`src/rtl/axis_video_out_port.sv`:
```
// Packs show-ahead FIFO pixels into PPC-wide AXI4-Stream video beats with tuser/tlast/tkeep.
// Latency: start 1 cycle after enable (or vsync rise); beat valid 1 cycle after the completing pixel read.
// Backpressure: 2-entry output buffer; FIFO reads stop when it is full, tready never reaches rd_en combinationally.
module axis_video_out_port #(
    parameter int    DSIZE      = 24,
    parameter int    PPC        = 1,
    parameter string MODE       = "ONCE",
    parameter string FRAME_SYNC = "OFF"
) (
    input  logic                  aclk,
    input  logic                  aresetn,
    input  logic                  enable,
    input  logic [15:0]           hactive,
    input  logic [15:0]           vactive,
    input  logic                  in_vsync,
    input  logic [DSIZE-1:0]      in_data,
    input  logic                  fifo_empty,
    output logic                  rd_en,
    output logic [DSIZE*PPC-1:0]  axi_tdata,
    output logic [PPC-1:0]        axi_tkeep,
    output logic                  axi_tvalid,
    output logic                  axi_tuser,
    output logic                  axi_tlast,
    input  logic                  axi_tready,
    output logic                  falign,
    output logic                  lalign,
    output logic                  ealign,
    output logic                  sync_err
);

    localparam int TW        = DSIZE * PPC;
    localparam int SW        = (PPC > 1) ? $clog2(PPC) : 1;
    localparam bit LINE_MODE = (MODE == "LINE");
    localparam bit SYNC_ON   = (FRAME_SYNC == "ON");

    typedef enum logic [1:0] {IDLE, RUN, LWAIT, DRAIN} state_t;

    typedef struct packed {
        logic [TW-1:0]  dat;
        logic [PPC-1:0] keep;
        logic           user;
        logic           last;
    } beat_t;

    state_t         state;
    logic           vs_q;
    logic           vs_rise;
    logic           start;
    logic [15:0]    hsize;
    logic [15:0]    vsize;
    logic [15:0]    pcnt;
    logic [15:0]    lcnt;
    logic [SW-1:0]  sidx;
    logic [TW-1:0]  pack_dat;
    logic [PPC-1:0] pack_keep;
    logic           first_beat;
    logic           eol;
    logic           beat_done;
    logic           pop;
    logic           final_pop;
    beat_t          beat_in;
    beat_t          obuf [2];
    logic           wr_ptr;
    logic           rd_ptr;
    logic [1:0]     obuf_cnt;

    assign vs_rise = in_vsync & ~vs_q;
    assign start   = enable & (hactive != 16'd0) & (vactive != 16'd0) & (~SYNC_ON | vs_rise);

    assign axi_tvalid = (obuf_cnt != 2'd0);
    assign axi_tdata  = obuf[rd_ptr].dat;
    assign axi_tkeep  = obuf[rd_ptr].keep;
    assign axi_tuser  = obuf[rd_ptr].user;
    assign axi_tlast  = obuf[rd_ptr].last;

    // Read gating, beat completion and the beat as it would look with the current pixel merged in
    always_comb begin
        rd_en     = (state == RUN) & ~fifo_empty & (obuf_cnt < 2'd2);
        eol       = (pcnt == hsize - 16'd1);
        beat_done = rd_en & (eol | (int'(sidx) == PPC - 1));
        pop       = axi_tvalid & axi_tready;
        // Only the final tlast beat can be alone in the buffer once reads have stopped
        final_pop = pop & axi_tlast & (obuf_cnt == 2'd1);
        beat_in.dat  = pack_dat;
        beat_in.keep = pack_keep;
        beat_in.user = first_beat;
        beat_in.last = eol;
        for (int k = 0; k < PPC; k++) begin
            if (int'(sidx) == k) begin
                beat_in.dat[k*DSIZE +: DSIZE] = in_data;
                beat_in.keep[k]               = 1'b1;
            end
        end
    end

    // Frame/line sequencing, pixel packing and the alignment pulses
    always_ff @(posedge aclk or negedge aresetn) begin
        if (!aresetn) begin
            state      <= IDLE;
            vs_q       <= 1'b0;
            hsize      <= '0;
            vsize      <= '0;
            pcnt       <= '0;
            lcnt       <= '0;
            sidx       <= '0;
            pack_dat   <= '0;
            pack_keep  <= '0;
            first_beat <= 1'b0;
            falign     <= 1'b0;
            lalign     <= 1'b0;
            ealign     <= 1'b0;
            sync_err   <= 1'b0;
        end else begin
            falign   <= 1'b0;
            lalign   <= 1'b0;
            ealign   <= 1'b0;
            sync_err <= 1'b0;
            vs_q     <= in_vsync;
            if (SYNC_ON && vs_rise && state != IDLE) begin
                sync_err <= 1'b1;
            end
            case (state)
                IDLE: begin
                    if (start) begin
                        hsize      <= hactive;
                        vsize      <= vactive;
                        pcnt       <= '0;
                        lcnt       <= '0;
                        sidx       <= '0;
                        pack_dat   <= '0;
                        pack_keep  <= '0;
                        first_beat <= 1'b1;
                        falign     <= 1'b1;
                        state      <= RUN;
                    end
                end
                RUN: begin
                    if (rd_en) begin
                        if (beat_done) begin
                            // Cleared packer makes unfilled slots of a short final beat read as zero
                            pack_dat   <= '0;
                            pack_keep  <= '0;
                            sidx       <= '0;
                            first_beat <= 1'b0;
                        end else begin
                            pack_dat  <= beat_in.dat;
                            pack_keep <= beat_in.keep;
                            sidx      <= sidx + 1'b1;
                        end
                        if (eol) begin
                            pcnt <= '0;
                            lcnt <= lcnt + 16'd1;
                            if (lcnt == vsize - 16'd1) begin
                                state <= DRAIN;
                            end else if (LINE_MODE) begin
                                state <= LWAIT;
                            end
                        end else begin
                            pcnt <= pcnt + 16'd1;
                        end
                    end
                end
                LWAIT: begin
                    if (final_pop) begin
                        lalign <= 1'b1;
                        state  <= RUN;
                    end
                end
                DRAIN: begin
                    if (final_pop) begin
                        ealign <= 1'b1;
                        state  <= IDLE;
                    end
                end
                default: state <= IDLE;
            endcase
        end
    end

    // Two-entry output buffer; simultaneous push and pop keeps the occupancy unchanged
    always_ff @(posedge aclk or negedge aresetn) begin
        if (!aresetn) begin
            obuf[0]  <= '0;
            obuf[1]  <= '0;
            wr_ptr   <= 1'b0;
            rd_ptr   <= 1'b0;
            obuf_cnt <= 2'd0;
        end else begin
            if (beat_done) begin
                obuf[wr_ptr] <= beat_in;
                wr_ptr       <= ~wr_ptr;
            end
            if (pop) begin
                rd_ptr <= ~rd_ptr;
            end
            case ({beat_done, pop})
                2'b10:   obuf_cnt <= obuf_cnt + 2'd1;
                2'b01:   obuf_cnt <= obuf_cnt - 2'd1;
                default: obuf_cnt <= obuf_cnt;
            endcase
        end
    end

endmodule

```
`config.mk`:
```
export PLATFORM = sky130hd
export DESIGN_NAME = axis_video_out_port
export DESIGN_NICKNAME = d
export VERILOG_FILES = /design/src/rtl/axis_video_out_port.sv
export SDC_FILE = /design/constraint.sdc
export NUM_CORES = 1
export LEC_CHECK = 0
export ABC_AREA = 1
export CAP_MARGIN = 40
export CORE_MARGIN = 5
export CORE_UTILIZATION = 50
export CTS_CLUSTER_SIZE = 28
export DETAILED_ROUTE_END_ITERATION = 10
export PLACE_DENSITY = 0.7
export SYNTH_ARGS = -nofsm -noshare
export SYNTH_HDL_FRONTEND = slang
export SYNTH_SLANG_ARGS = --single-unit
```
`constraint.sdc`:
```
create_clock -name aclk -period 6.13 [get_ports aclk]
set_clock_uncertainty 0.15 [all_clocks]
set_input_delay 0.9195 -clock aclk [delete_from_list [all_inputs] [get_ports aclk]]
set_output_delay 0.9195 -clock aclk [all_outputs]
set_load 0.02 [all_outputs]
```
==> impl_metrics.tcl, run 1 <==
set metrics [dict create \
    synthAdderAreaFrac_pct 1.015 \
    status "finished, final reports clean" \
    place.detailed.hpwl_um 12910 \
    ys_ff_latch 154 \
    layout-drive-gt1-share_pct 6.494 \
    syn_nets 1220 \
    period_share_pct 58.41 \
    drt-total-wl_um 19280 \
    async_flop_share_pct 100.0 \
    drv_cap 0 \
    final_nets 1288 \
    h-tree-depth 4 \
    hold_violations 0 \
    ioPinCount 95 \
    worstMarginPinSlew_ps 866.4 \
    place_congestion 0.8697 \
    grt_max_degree 94 \
    fill_cells 1604 \
    holdCritPathClass "register to register" \
    synthMuxAreaShare_pct 0 \
    dieWidth_um 141.4 \
    cpPeakStageDelay_ps 720 \
    cts_hold_buf 0 \
    grt_pass1_vias 6786 \
    ant_nets 0 \
    rsz0062_at_grt "false" \
    p_leak_uw 0.005031 \
    grt_antenna_before_repair 0 \
    cp_max_fo 13 \
    ys_seq_area_share_pct 44.65 \
    clock_latency_ps 430 \
    grt_overflow_total 0 \
    synthSimpleGateAreaFrac_pct 26.94 \
    grt_util_all_layers_pct 19.87 \
    netlist_top_cells_area "dfrtp_1 45%, nand2_1 15%, o21ai_0 6.8%, inv_1 6.1%, xor2_1 3.2%" \
    vdd_drop_max_v 0.0002401 \
    antenna_cells 0 \
    clock_sinks 154 \
    startpoint_type "register" \
    syn_to_final_growth_pct 18.85 \
    slowest_stage "clkdlybuf4s50_1" \
    routedWlPerCell_um 13.23 \
    fmax_mhz 279.3 \
    root_buffer "clkbuf_16" \
    hold_ws_ps 319.2 \
    start_util_pct 50.42 \
    synthesis.area_um2 8631 \
    relSlewSlack_pct 42.16 \
    die_h_um 141.4 \
    ys.flop_type "dfrtp_1" \
    postCtsSetupBuffers 0 \
    cts_inserted_buffers 17 \
    r2r_setup_slack_ps 2970 \
    synth_xor_area_share_pct 5.944 \
    critical_path_required_ps 5060 \
    synth_area_per_cell_um2 7.499 \
    io_buffers 92 \
    ys_warn_count 0 \
    cts_max_path_buffers 2 \
    dp_cells 1425 \
    cts_tree "yes" \
    drtIter0Drc 444 \
    power.density_nw_per_um2 361.5 \
    drcViolationCount 0 \
    cp.arrival_ps 2510 \
    dr.pass1.iters 5 \
    critPathKind "register to output pin" \
    core_region_area_um2 17120 \
    vias 7262 \
    path_cells "inv_1 -> nor2_1 -> inv_1 -> nor3_4 -> clkdlybuf4s50_1" \
    finalSetupTns_ps 0 \
    final_cells 1457 \
    synth_compound_area_share_pct 12.08 \
    die_area_um2 19990 \
    synth_edf_count 0 \
    yosysTopAreaCellShare_pct 44.65 \
    cp-end-kind "output pin" \
    yosys.cell_types.count 39 \
    slew_viol_final 0 \
    rows 48 \
    postSynthCellCount 1151 \
    clkTransAtPathRegs_ps 60 \
    vias_per_cell 4.984 \
    setup_viol 0 \
    cts.repair.resized 0 \
    yosys.area.top_type "dfrtp_1" \
    grt_pass1_wl_um 32640 \
    finalCriticalPeriod_ps 3581 \
    synth_top_family_by_area "simple AND/OR/NAND/NOR gates" \
    path_common_cell "inv_1" \
]
[layout make-up]
class,instances,area (um2),share of cell area [%]
Multi-Input combinational cell,802,3974,38.74
Sequential cell,154,3854,37.57
Timing Repair Buffer,100,1010,9.844
Inverter,144,540.5,5.270
Clock buffer,18,439.2,4.282
Tap cell,225,281.5,2.745
Clock inverter,14,158.9,1.549
[sequential cells by signal, summed over array words and instances (netlist names), 2 cells and up]
register,flops
pcnt,16
hsize,16
state,2
obuf,54
vsize,16
obuf_cnt,2
lcnt,16
pack_dat,24
[cell families (layout without fill, tap and decap cells)]
logic type / Yosys count / in the layout
other cells: 1 / 1
buf+inv: 195 / 276
simple gates: 538 / 538
flops: 154 / 154
compound gates: 199 / 199
fa+ha+maj: 7 / 7
xor+xnor: 57 / 57
[placed cells by master (no fill, tap or decap), types with 9 or more instances in the layout]
cell and count:
nand3_1 38, nor2_1 57, clkdlybuf4s50_1 91, inv_1 141, xor2_1 32, a21oi_1 14
o22ai_1 24, o21ai_1 36, nand2_1 355, xnor2_1 24, clkbuf_16 17, nand4_1 18
nor3_1 18, o21ai_0 118, dfrtp_1 154, or2_2 15, nand2_2 9
[worst max-delay path, delay by kind of cell, from the launching register on]
kind | cells | cell delay [ps]
buffers and inverters | 3 | 1080
AND/OR/NAND/NOR | 2 | 640
flip-flops | 1 | 380
[cell usage after synthesis (14+ instances only)]
library cell,number
a21oi_1,14
clkbuf_1,24
dfrtp_1,154
inv_1,141
nand2_1,356
nand3_1,38
nand4_1,18
nor2_1,57
nor3_1,18
o21ai_0,118
o21ai_1,36
o22ai_1,24
or2_2,15
xnor2_1,24
xor2_1,32
[layer usage]
metal  track usage [%]  vias up  wire, um
met5                 0        -         0
met4             5.960        0       312
met3             3.573       22       880
met2             31.70      142      8742
met1             27.90     3311      9343
li1                  -     3787         -
[stage by stage]
| step | worst slack (ps) | utilization (%) | area (um2) | power [uW] |
|---|---|---|---|---|
| 2_1_floorplan | 3508 | - | 8631 | 2213 |
| 3_3_place_gp | 2367 | 56.14 | 9609 | 2618 |
| 3_5_place_dp | 2561 | 56.43 | 9659 | 2663 |
| 4_1_cts | 2522 | 59.93 | 10260 | 3740 |
| 5_1_grt | 2360 | 59.93 | 10260 | 3947 |
| 6_report | 2549 | 59.93 | 10260 | 3708 |
[path summary, 6_finish.rpt]
| path | cells past startpoint | end | start |
|---|---|---|---|
| hold / removal | 2 | wr_ptr$_DFFE_PN0P_ | wr_ptr$_DFFE_PN0P_ |
| setup / recovery | 5 | rd_en | state[0]$_DFFE_PN0P_ |
| max in group asynchronous | 2 | hsize[14]$_DFFE_PN0P_ | aresetn |
| min in group asynchronous | 1 | obuf[43]$_DFFE_PN0P_ | aresetn |
| hold reg to reg | 2 | wr_ptr$_DFFE_PN0P_ | wr_ptr$_DFFE_PN0P_ |
| setup reg to reg | 15 | first_beat$_DFFE_PN0P_ | hsize[0]$_DFFE_PN0P_ |
[where the power goes]
| part | internal, uW | switching [uW] |
|---|---|---|
| clock | 619 | 453 |
| sequential | 1280 | 121 |
| combinational | 492 | 738 |
| total | 2390 | 1310 |
Power figures use the tool's default switching activity.
==> run 2, diff against run 1 <==
==> constraint.sdc (replaced) <==
create_clock -name aclk -period 3.5 [get_ports aclk]
set_clock_uncertainty 0.15 [all_clocks]
set_input_delay 0.525 -clock aclk [delete_from_list [all_inputs] [get_ports aclk]]
set_output_delay 0.525 -clock aclk [all_outputs]
set_load 0.02 [all_outputs]
==> run 2 against run 1 <==
  * Sequential power rose by 76%
  * The run now ends with hold timing left
  * Via count rose by 0.76%
  * Sequential cell count did not move
==> impl_metrics.tcl, run 2 (synthesis gave the netlist of run 1 again) <==
set metrics [dict create \
    startpoint "hsize[0]$_DFFE_PN0P_" \
    worstMarginPinSlew_ps 732.2 \
    relSlewSlack_pct 51.18 \
    cts_tree "yes" \
    switchingPower_uw 2311 \
    vias_per_cell 5.001 \
    critical_path_required_ps 3710 \
    postCtsSetupBuffers 0 \
    largest_register "obuf" \
    startpoint_type "register" \
    vias 7317 \
    period_share_pct 84.80 \
    critPathKind "register to register" \
    clkTransAtPathRegs_ps 70 \
    cts_hold_buf 0 \
    reg_top3 "obuf (54), pack_dat (24)" \
    ant_nets 0 \
    finalSetupTns_ps 0 \
    setup_slack_ps 531.9 \
    dpl_worst_slack_ps 551.7 \
    dieWidth_um 141.4 \
    place.detailed.hpwl_um 13130 \
    drcViolationCount 0 \
    die_h_um 141.4 \
    final_area_um2 10310 \
    mostFrequentLayoutCell "nand2_1" \
    cp.arrival_ps 3180 \
    routedWlPerCell_um 13.10 \
    post-route-util_pct 60.25 \
    reg2reg_from "hsize[0]$_DFFE_PN0P_" \
    hold_ws_ps -19.09 \
    clock_latency_ps 430 \
    grt_pass1_vias 6920 \
    grt_max_degree 81 \
    cts_inserted_buffers 17 \
    vdd_drop_max_v 0.0004985 \
    start_util_pct 50.42 \
    clock_sinks 154 \
    die_area_um2 19990 \
    rows 48 \
    cp_max_fo 30 \
    violations "hold timing" \
    fmax_mhz 336.9 \
    r2r_setup_slack_ps 530 \
    finalCriticalPeriod_ps 2968 \
    cp-end-kind "register" \
    grt_antenna_before_repair 0 \
    final_nets 1294 \
    p_clk_share_pct 28.3 \
    hold_violations 9 \
    slew_viol_final 0 \
    swShare_pct 35.65 \
    io_buffers 92 \
    drtIter0Drc 507 \
    grt_util_all_layers_pct 20.18 \
    drv_cap 0 \
    grt_pass1_wl_um 33210 \
    status "complete, but fails checks" \
    placed_cell_area_um2 9727 \
    holdCritPathClass "primary input to async pin" \
    drt-total-wl_um 19170 \
    cts_max_path_buffers 2 \
    place_congestion 0.8469 \
    rsz0062_at_grt "false" \
    syn_to_final_growth_pct 19.48 \
    dr.pass1.iters 5 \
    grt_overflow_total 0 \
    p_int_uw 4172 \
    root_buffer "clkbuf_16" \
    layout-drive-gt1-share_pct 6.947 \
    final_cell_mix "355 x nand2_1, 154 x dfrtp_1, 141 x inv_1, 118 x o21ai_0, 91 x clkdlybuf4s50_1" \
    p_leak_uw 0.005064 \
    h-tree-depth 4 \
    cts.repair.resized 0 \
    setup_viol 0 \
    core_region_area_um2 17120 \
    largest_reg_flops 54 \
    antenna_cells 0 \
    seqPwrFrac_pct 37.9 \
    combPwrFrac_pct 33.8 \
    power.density_nw_per_um2 628.7 \
    ioPinCount 95 \
]
-- run 2: cell count changes in the layout (fill, tap and decap cells not counted), sizes merged --
| cell | previous run | this run |
|---|---|---|
| buf | 9 | 15 |
| bufinv | 2 | 1 |
| clkbuf | 18 | 19 |
| clkinvlp | 4 | 3 |
| inv | 148 | 149 |
-- run 2: layer usage --
metal  GRT usage [%]  vias to the layer above  wire (um)
met5               0                        -          0
met4           6.313                        0        268
met3           2.797                       16        734
met2           32.78                      130       8743
met1           28.24                     3371       9417
li1                -                     3800          -
-- run 2: area by class of cell --
class | count | area [um2]
clock inverters | 13 | 132.6
clock buffers | 19 | 452.9
flip-flops and latches | 154 | 3854
well taps | 225 | 281.5
repair buffers | 106 | 1077
inverters | 144 | 540.5
multi-input cells | 802 | 3974
fillers | 1612 | 6804
-- run 2: path summary, 6_finish.rpt --
path,endpoint,cells after the start
worst min register to register,obuf[16]$_DFFE_PN0P_,2
max in group asynchronous,pcnt[1]$_DFFE_PN0P_,2
worst min-delay path,pack_dat[10]$_DFFE_PN0P_,1
worst max-delay path,obuf[12]$_DFFE_PN0P_,15
min in group aclk,obuf[16]$_DFFE_PN0P_,2
worst max register to register,obuf[12]$_DFFE_PN0P_,15
-- run 2: power by group through the flow --
stage / Clock [uW] / Sequential [uW] / Combinational, uW
6_report: 1840 / 2460 / 2190
5_1_grt: 1940 / 2520 / 2450
4_1_cts: 1860 / 2460 / 2210
3_5_place_dp: 0 / 2490 / 2200
3_3_place_gp: 0 / 2470 / 2150
2_1_floorplan: 0 / 2410 / 1460
-- run 2: critical path, cell delays in order, from the launching register on --
cell      delay (ps)
dfrtp_1          400
inv_1            150
ha_1             280
nand2_2          150
nor2_8           190
nand3b_1         100
nand2_1          100
nand2_1           70
nor2_2           120
nand3_2          150
nand2_2          130
nand2_4           50
buf_4            240
nor2_8           380
nand2_1          130
nand2_1          110
-- run 2: per-stage QoR --
step	instances	power, uW
2_1_floorplan	1151	3876
3_3_place_gp	1431	4620
3_5_place_dp	1431	4687
4_1_cts	1463	6533
5_1_grt	1463	6906
6_report	1463	6483
==> run 3, diff against run 2 <==
==> constraint.sdc (replaced) <==
create_clock -name aclk -period 2.8 [get_ports aclk]
set_clock_uncertainty 0.15 [all_clocks]
set_input_delay 0.42 -clock aclk [delete_from_list [all_inputs] [get_ports aclk]]
set_output_delay 0.42 -clock aclk [all_outputs]
set_load 0.02 [all_outputs]
==> run 3 against run 2 <==
  * The flow now finishes without violations
  * Count of clock-buffer cells in the layout increased by 1
  * Critical path type is now register to output pin
  * Setup slack worse by 320 ps
  * Die area did not move
  * First-iteration DRC count fell by 30%
  * Worst hold slack better by 350 ps
  * Design area up 2.7%
  * Sequential cell count unchanged
  * Clock power is 47% higher
  * Total power grew 34%
  * Utilization increased by 1.6 points
  * Final cell count increased by 0.48%
  * Highest routed layer unchanged
  * Largest power group unchanged
==> impl_metrics.tcl, run 3 (synthesis gave the netlist of run 1 again) <==
set metrics [dict create \
    largest_reg_flops 54 \
    postCtsSetupBuffers 0 \
    layout.area.seq_um2 3854 \
    cts_tree "yes" \
    vdd_drop_max_v 0.0005187 \
    drv_cap 0 \
    combPwrFrac_pct 33.2 \
    ant_nets 0 \
    clock_latency_ps 420 \
    p_leak_uw 0.005199 \
    ioPinCount 95 \
    dpl_worst_slack_ps 39.14 \
    multi_input_area_um2 3996 \
    die_h_um 141.4 \
    critical_path_required_ps 2230 \
    grt_util_all_layers_pct 20.45 \
    rows 48 \
    switchingPower_uw 2855 \
    slew_viol_final 0 \
    finalCriticalPeriod_ps 2584 \
    slowest_stage "clkdlybuf4s50_1" \
    setup_slack_ps 216.1 \
    cp-end-kind "output pin" \
    antenna_cells 0 \
    grt_pass1_vias 7035 \
    r2r_setup_slack_ps 230 \
    place.detailed.hpwl_um 13380 \
    io_buffers 92 \
    syn_to_final_growth_pct 22.67 \
    h-tree-depth 4 \
    grt_antenna_before_repair 0 \
    clkTransAtPathRegs_ps 60 \
    setup_viol 0 \
    hold_violations 0 \
    die_area_um2 19990 \
    reg_top3 "obuf (54), pack_dat (24)" \
    layout-drive-gt1-share_pct 7.631 \
    dr.pass1.iters 5 \
    fmax_mhz 387.0 \
    timing.rr.end "obuf[18]$_DFFE_PN0P_" \
    r2r_cells 16 \
    drt-total-wl_um 19690 \
    startpoint_type "register" \
    final_nets 1302 \
    critPathKind "register to output pin" \
    vias 7419 \
    core_region_area_um2 17120 \
    cp.arrival_ps 2010 \
    seqPwrFrac_pct 35.5 \
    cp_max_fo 17 \
    p_int_uw 5806 \
    vias_per_cell 5.047 \
    drtIter0Drc 355 \
    grt_max_degree 71 \
    p_clk_share_pct 31.3 \
    grt_overflow_total 0 \
    final_cell_mix "355 x nand2_1, 154 x dfrtp_1, 140 x inv_1, 118 x o21ai_0, 90 x clkdlybuf4s50_1" \
    reg2reg_from "hsize[0]$_DFFE_PN0P_" \
    status "finished, final reports clean" \
    power.density_nw_per_um2 818.0 \
    clock_sinks 154 \
    root_buffer "clkbuf_16" \
    fill_cells 1537 \
    routedWlPerCell_um 13.39 \
    largest_register "obuf" \
    grt_pass1_wl_um 33650 \
    cpPeakStageDelay_ps 680 \
    mostFrequentLayoutCell "nand2_1" \
    place_congestion 0.8353 \
    power_uw 8661 \
    period_share_pct 92.28 \
    start_util_pct 50.42 \
    cts_inserted_buffers 17 \
    worstMarginPinSlew_ps 525.9 \
    holdCritPathClass "primary input to async pin" \
    relSlewSlack_pct 64.67 \
    path_cells "buf_4 -> o21ai_0 -> clkdlybuf4s50_1" \
    rsz0062_at_grt "false" \
    dieWidth_um 141.4 \
    cts_max_path_buffers 2 \
    finalSetupTns_ps 0 \
    drcViolationCount 0 \
    swShare_pct 32.96 \
]
==> run 3: how the worst max path moves through the flow <==
stage	startpoint	endpoint
finish	rd_ptr$_DFFE_PN0P_	axi_tuser
global route	hsize[0]$_DFFE_PN0P_	obuf[7]$_DFFE_PN0P_
CTS	hsize[0]$_DFFE_PN0P_	obuf_cnt[1]$_DFFE_PN0P_
detailed placement	hactive[13]	pcnt[14]$_DFFE_PN0P_
global placement	hactive[13]	pcnt[14]$_DFFE_PN0P_
floorplan	hsize[0]$_DFFE_PN0P_	obuf_cnt[1]$_DFFE_PN0P_
==> run 3: timing repair <==
item | in CTS | in global routing
endpoints found under the setup margin | 0 | 100
hold buffers | 1 | 0
hold endpoints to repair | 40 | 0
gates resized for setup | 0 | 9
==> run 3: power by group through the flow <==
| stage | clock network (uW) | registers, uW | logic, uW |
|---|---|---|---|
| after global placement | 0 | 3090 | 2790 |
| after detailed placement | 0 | 3110 | 2840 |
| after global routing | 2840 | 3140 | 3220 |
| after CTS | 2750 | 3070 | 2860 |
| after floorplan | 0 | 3020 | 1830 |
| final | 2710 | 3070 | 2880 |
==> run 3: metrics by stage <==
stage                     utilization [%]  area, um2  hold slack, ps  instances
after detailed placement            57.46       9834           215.0       1437
after global placement              57.46       9834           217.0       1437
after floorplan                         -       8631          -25.59       1151
after global routing                61.86      10590           357.7       1470
after CTS                           61.54      10530           328.2       1469
final                               61.86      10590           328.6       1470
==> run 3: per-layer routing <==
layer  vias to the layer above  global-route usage [%]  routed length, um  part of all wire, %
met5                         -                       0                  0                    0
met4                         0                   5.253                307                  1.6
met3                        29                   3.943               1012                  5.1
met2                       180                   32.20               8991                   46
met1                      3386                   29.26               9375                   48
li1                       3824                       -                  -                    -
==> run 3: critical path: cells and delay by family, from the launching register on <==
family                 cells  cell delay (ps)
AOI/OAI and AO/OA          1              350
DFF                        1              370
buffers and inverters      2              870
==> run 3: area by class of cell <==
class / count / area share, %
clock buffer: 20 / 4.219
clock inverter: 11 / 2.281
inverter: 144 / 5.152
multi-input combinational: 802 / 37.75
sequential: 154 / 36.40
tap: 225 / 2.659
timing repair buffer: 114 / 11.55
==> patch 1, RTL diff (flow settings as in run 1) <==
`DSIZE`: 24 -> 36.
--- a/src/rtl/axis_video_out_port.sv
+++ b/src/rtl/axis_video_out_port.sv
@@ -3,5 +3,5 @@
 // Backpressure: 2-entry output buffer; FIFO reads stop when it is full, tready never reaches rd_en combinationally.
 module axis_video_out_port #(
-    parameter int    DSIZE      = 24,
+    parameter int    DSIZE      = 36,
     parameter int    PPC        = 1,
     parameter string MODE       = "ONCE",
Interface: changed (resized axi_tdata and in_data); port bits go from 95 to 119. The function was not compared with the original's and may differ.
==> patch 1 against run 1 <==
- setup slack worse by 0.52 ns
- design area up 18%
- routed wire length increased by 21%
- sequential cell count grew 36
- power increased by 26%
- sequential power grew 29%
- synthesized area up 18%
- clock power rose by 7%
==> patch 1: results (changes against run 1) <==
[detailed_routing]
dr.pass1.iters = 6  ; +1
drt_iter0_drc = 609  ; +37%
post_drt_wl_per_cell_um = 13.69  ; +3.5%
dr_total_vias = 8612  ; +19%

[timing]
timing.slew.headroom_pct = 45.77  ; +3.6 points

[grt]
grt_pass1_vias = 8185  ; +21%
grt_usage_pct = 20.44  ; +0.56 points
grt_max_degree = 76  ; -19%
grt_first_pass_wirelength_mm = 39.85  ; +22%

[critical_path]
path_max_fanout = 12  ; -1
arrival_ns = 3.03  ; +0.52 ns

[power_and_ir_drop]
ir_drop_uv = 269.0  ; +12%
p_switching_mw = 1.727  ; +32%
leakagePower_nw = 5.777  ; +15%

[layout]
layout-drive-gt1-share_pct = 6.022  ; -0.47 points
nNetsFinal = 1496  ; +16%
largest_reg_flops = 78  ; +44%
reg_top3 = obuf x78, pack_dat x36
fillCellCount = 1859  ; +16%

[placed_design]
io_buffers = 116  ; +26%
globalplace.congestion = 0.8194  ; -5.8%
place_area_um2 = 11460  ; +19%
dpl.hpwl_mm = 15.48  ; +20%

[yosys]
synth_cell_types = 40  ; +2.6%
synth_nets = 1419  ; +16%
synth_area_leaders = dfrtp_1 (47%), nand2_1 (15%), o21ai_0 (8.5%), inv_1 (6.1%), xor2_1 (3.0%)
yosysSeqAreaShare_pct = 46.72  ; +2.1 points
yosys-top-cells-count = nand2_1 (401), dfrtp_1 (190), o21ai_0 (173), inv_1 (166), nor2_1 (67)

[status]
status = completed

[min_path]
worstHoldPathType = input port to async pin

==> patch 1: logic make-up (layout without fill, tap and decap cells) <==
| family | Yosys count | after routing | synth area share, % |
|---|---|---|---|
| buffers and inverters | 239 | 329 | 9.763 |
| adders and majority gates | 7 | 7 | 0.8607 |
| DFF | 190 | 190 | 46.72 |
| xor gates and xnor gates | 52 | 52 | 4.476 |
| other | 1 | 1 | 0.03685 |
| AOI/OAI and AO/OA | 268 | 268 | 14.18 |
| and+or+nand+nor | 581 | 581 | 23.96 |
==> patch 1: final timing paths <==
path                          start  slack, ns       end  depth (start not counted)
max                        state[0]       2.03     rd_en                          5
max reg2reg                state[0]       2.40   pcnt[9]                         10
min                         aresetn       0.34  obuf[50]                          1
max in group asynchronous   aresetn       4.22   lcnt[6]                          2
min reg2reg                  wr_ptr       0.34    wr_ptr                          2
min in group aclk            wr_ptr       0.34    wr_ptr                          2
==> patch 1: worst max-delay path, cell delays in order (launching register included) <==
cell and delay, ns:
dfrtp_1 0.39, inv_1 0.08, nor2_1 0.61, inv_1 0.41, nor3_4 0.39, clkdlybuf4s50_1 0.71
==> patch 1: through the flow <==
step	total power, mW	cells	utilization, %	setup WS, ns
CTS	4.728	1698	59.80	2.000
floorplan	2.927	1338	-	3.658
finish	4.688	1698	59.80	2.029
global placement	3.524	1663	56.48	2.146
detailed placement	3.581	1666	56.81	2.427
global route	5.020	1698	59.80	1.732
==> patch 1: power by group through the flow <==
stage	Sequential, mW	Combinational, mW	Clock, mW
after CTS	1.80	1.77	1.15
after floorplan	1.76	1.16	0
final	1.80	1.75	1.14
after global placement	1.81	1.71	0
after global routing	1.84	1.96	1.22
after detailed placement	1.83	1.76	0
==> patch 1: final cells by class <==
type                            count  area [um^2]  share of cell area (%)
Tap cell                          270        337.8                   2.801
Inverter                          170        639.4                   5.301
Clock buffer                       20        456.7                   3.786
Clock inverter                     12        146.4                   1.214
Timing Repair Buffer              127         1292                   10.72
Sequential cell                   190         4756                   39.43
Multi-Input combinational cell    909         4433                   36.75
==> patch 1: routing by layer <==
| metal | global-route usage [%] | wire length, um |
|---|---|---|
| met4 | 6.152 | 370 |
| met1 | 28.02 | 10800 |
| met3 | 3.266 | 932 |
| met2 | 33.68 | 11140 |
| met5 | 0 | 0 |
==> patch 2, RTL diff (config.mk and constraints of run 1) <==
Without the edit above. Encoding of `state_t`: now one-hot (4 bits for 4 states).
--- a/src/rtl/axis_video_out_port.sv
+++ b/src/rtl/axis_video_out_port.sv
@@ -34,5 +34,5 @@
     localparam bit SYNC_ON   = (FRAME_SYNC == "ON");
 
-    typedef enum logic [1:0] {IDLE, RUN, LWAIT, DRAIN} state_t;
+    typedef enum logic [3:0] {IDLE = 4'b0001, RUN = 4'b0010, LWAIT = 4'b0100, DRAIN = 4'b1000} state_t;
 
     typedef struct packed {
Formal check against the unedited RTL: no difference found for any inputs over 4 cycles, from zero or initial values and one cycle with aresetn low; so few cycles prove little.
==> patch 2 against run 1 <==
- synthesized area fell by 2.2%
- setup slack got worse by 0.23 ns
- critical path depth rose by 6
- sequential share of layout area rose by 0.50 points
- non-clock buffer count rose by 1
- synthesized cell count fell by 1.7%
- routed wire length fell by 0.73%
- first-iteration DRC count fell by 0.90%
- design area fell by 1.3%
- sequential cell count did not move
Power is not compared: it rests on default switching activity, and its combinational part moved more than twofold at a synthesized area within 25%.
==> patch 2: results (changes against run 1) <==
[clock_tree]
cts_root_buf = clkbuf_16
cts.clk_slew.worst_paths_ns = 0.06  ; about the same
cts_buffers = 17  ; unchanged
clock_tree.buffer_depth = 2  ; unchanged
cts_resized = 0  ; unchanged
post_cts_buffers = 0  ; unchanged

[yosys]
synth_cell_types = 39  ; unchanged
synth_compound_area_share_pct = 9.720  ; -2.4 points
yosys-top-cells-count = nand2_1 (406), dfrtp_1 (153), o21ai_0 (116), inv_1 (110), nor2_1 (76)
synth_cells = 1131  ; -1.7%
yosysSeqAreaShare_pct = 45.65  ; +1.0 points
synth_area_leaders = dfrtp_1 (45%), nand2_1 (18%), o21ai_0 (6.9%), inv_1 (4.9%), xor2_1 (3.6%)
synth_xor_area_share_pct = 5.971  ; +0.028 points
synthMuxAreaShare_pct = 0  ; unchanged
synthFlopType = dfrtp_1
synth-adder-area-share_pct = 1.037  ; +0.022 points

[detailed_routing]
drt_iter0_drc = 440  ; -0.90%
post_drt_wl_per_cell_um = 13.31  ; +0.59%
dr.pass1.iters = 5  ; unchanged
vias_per_cell = 4.979  ; -0.10%

[min_path]
worstHoldPathType = input port to async pin

[status]
status = completed

[layout]
reg_top3 = obuf x54, pack_dat x24
fillCellCount = 1553  ; -3.2%
nNetsFinal = 1275  ; -1.0%
n_antenna_cell = 0  ; unchanged
area_growth_syn_to_layout_pct = 19.91
final_cells = 1438  ; -1.3%
layout-drive-gt1-share_pct = 5.008  ; -1.5 points

[grt]
grt_pass1_vias = 6695  ; -1.3%
grt_max_degree = 80  ; -15%
antenna_found_initial = 0  ; unchanged
grt_usage_pct = 19.91  ; +0.035 points
grt_first_pass_wirelength_mm = 32.17  ; -1.4%
gr-total-overflow = 0  ; unchanged

[placed_design]
place_area_um2 = 9534  ; -1.3%
pre_cts_ws_ns = 1.908  ; -0.6523 ns
dpl.hpwl_mm = 13.33  ; +3.2%
globalplace.congestion = 0.8302  ; -4.5%
io_buffers = 91  ; -1.1%

[critical_path]
slowest_delay_ns = 0.56  ; -0.16 ns
arrival_ns = 3.95  ; +1.44 ns
path_max_fanout = 30  ; +17
crit_slowest_cell = clkinv_1
path_delay_family = buffers and inverters

[power_and_ir_drop]
ir_drop_uv = 191.9
leakagePower_nw = 4.911

[timing]
setup_tns_ns = 0  ; unchanged
worstMarginPinSlew_ns = 0.8393  ; -0.02710 ns

patch 2: cell types whose count changed after synthesis, moves of 12 or more:
cell            run 1  this run
nand2_1           356       406
o21ai_1            36        23
nor2_1             57        76
or2_2              15         1
o22ai_1            24        12
inv_1             141       110
patch 2: worst paths after layout:
kind                                end   startpoint  slack, ns  cells past startpoint
max in group asynchronous  pack_dat[12]      aresetn       4.33                      3
min in group aclk               obuf[4]      obuf[4]       0.33                      2
setup / recovery                pcnt[6]  hactive[15]       2.32                     11
hold reg to reg                 obuf[4]      obuf[4]       0.33                      2
setup reg to reg                pcnt[6]     state[3]       2.46                     10
hold / removal                  obuf[6]      aresetn       0.24                      1
patch 2: logic make-up after synthesis:
family | Yosys count
buf+inv | 161
other cells | 1
fa+ha+maj | 7
xor+xnor | 56
compound gates | 160
simple gates | 592
flops | 154
patch 2: layer usage:
| layer | track usage (%) | share of wire (%) | vias up |
|---|---|---|---|
| li1 | - | - | 3751 |
| met1 | 26.98 | 48 | 3256 |
| met2 | 33.55 | 47 | 135 |
| met3 | 3.306 | 3.8 | 18 |
| met4 | 5.048 | 1.2 | 0 |
| met5 | 0 | 0 | - |
patch 2: area by class of cell:
| cell class | count | area share [%] |
|---|---|---|
| Clock buffer | 20 | 4.411 |
| Clock inverter | 11 | 1.433 |
| Inverter | 115 | 4.288 |
| Multi-Input combinational cell | 817 | 38.59 |
| Sequential cell | 154 | 38.07 |
| Tap cell | 220 | 2.718 |
| Timing Repair Buffer | 101 | 10.49 |
patch 2: power by group:
| part | switching [mW] | leakage (nW) | total (mW) | internal, mW |
|---|---|---|---|---|
| Clock | 0.418 | 0.283 | 1.07 | 0.649 |
| Sequential | 0.00488 | 1.82 | 1.03 | 1.02 |
| Combinational | 0.0514 | 2.81 | 0.0997 | 0.0483 |
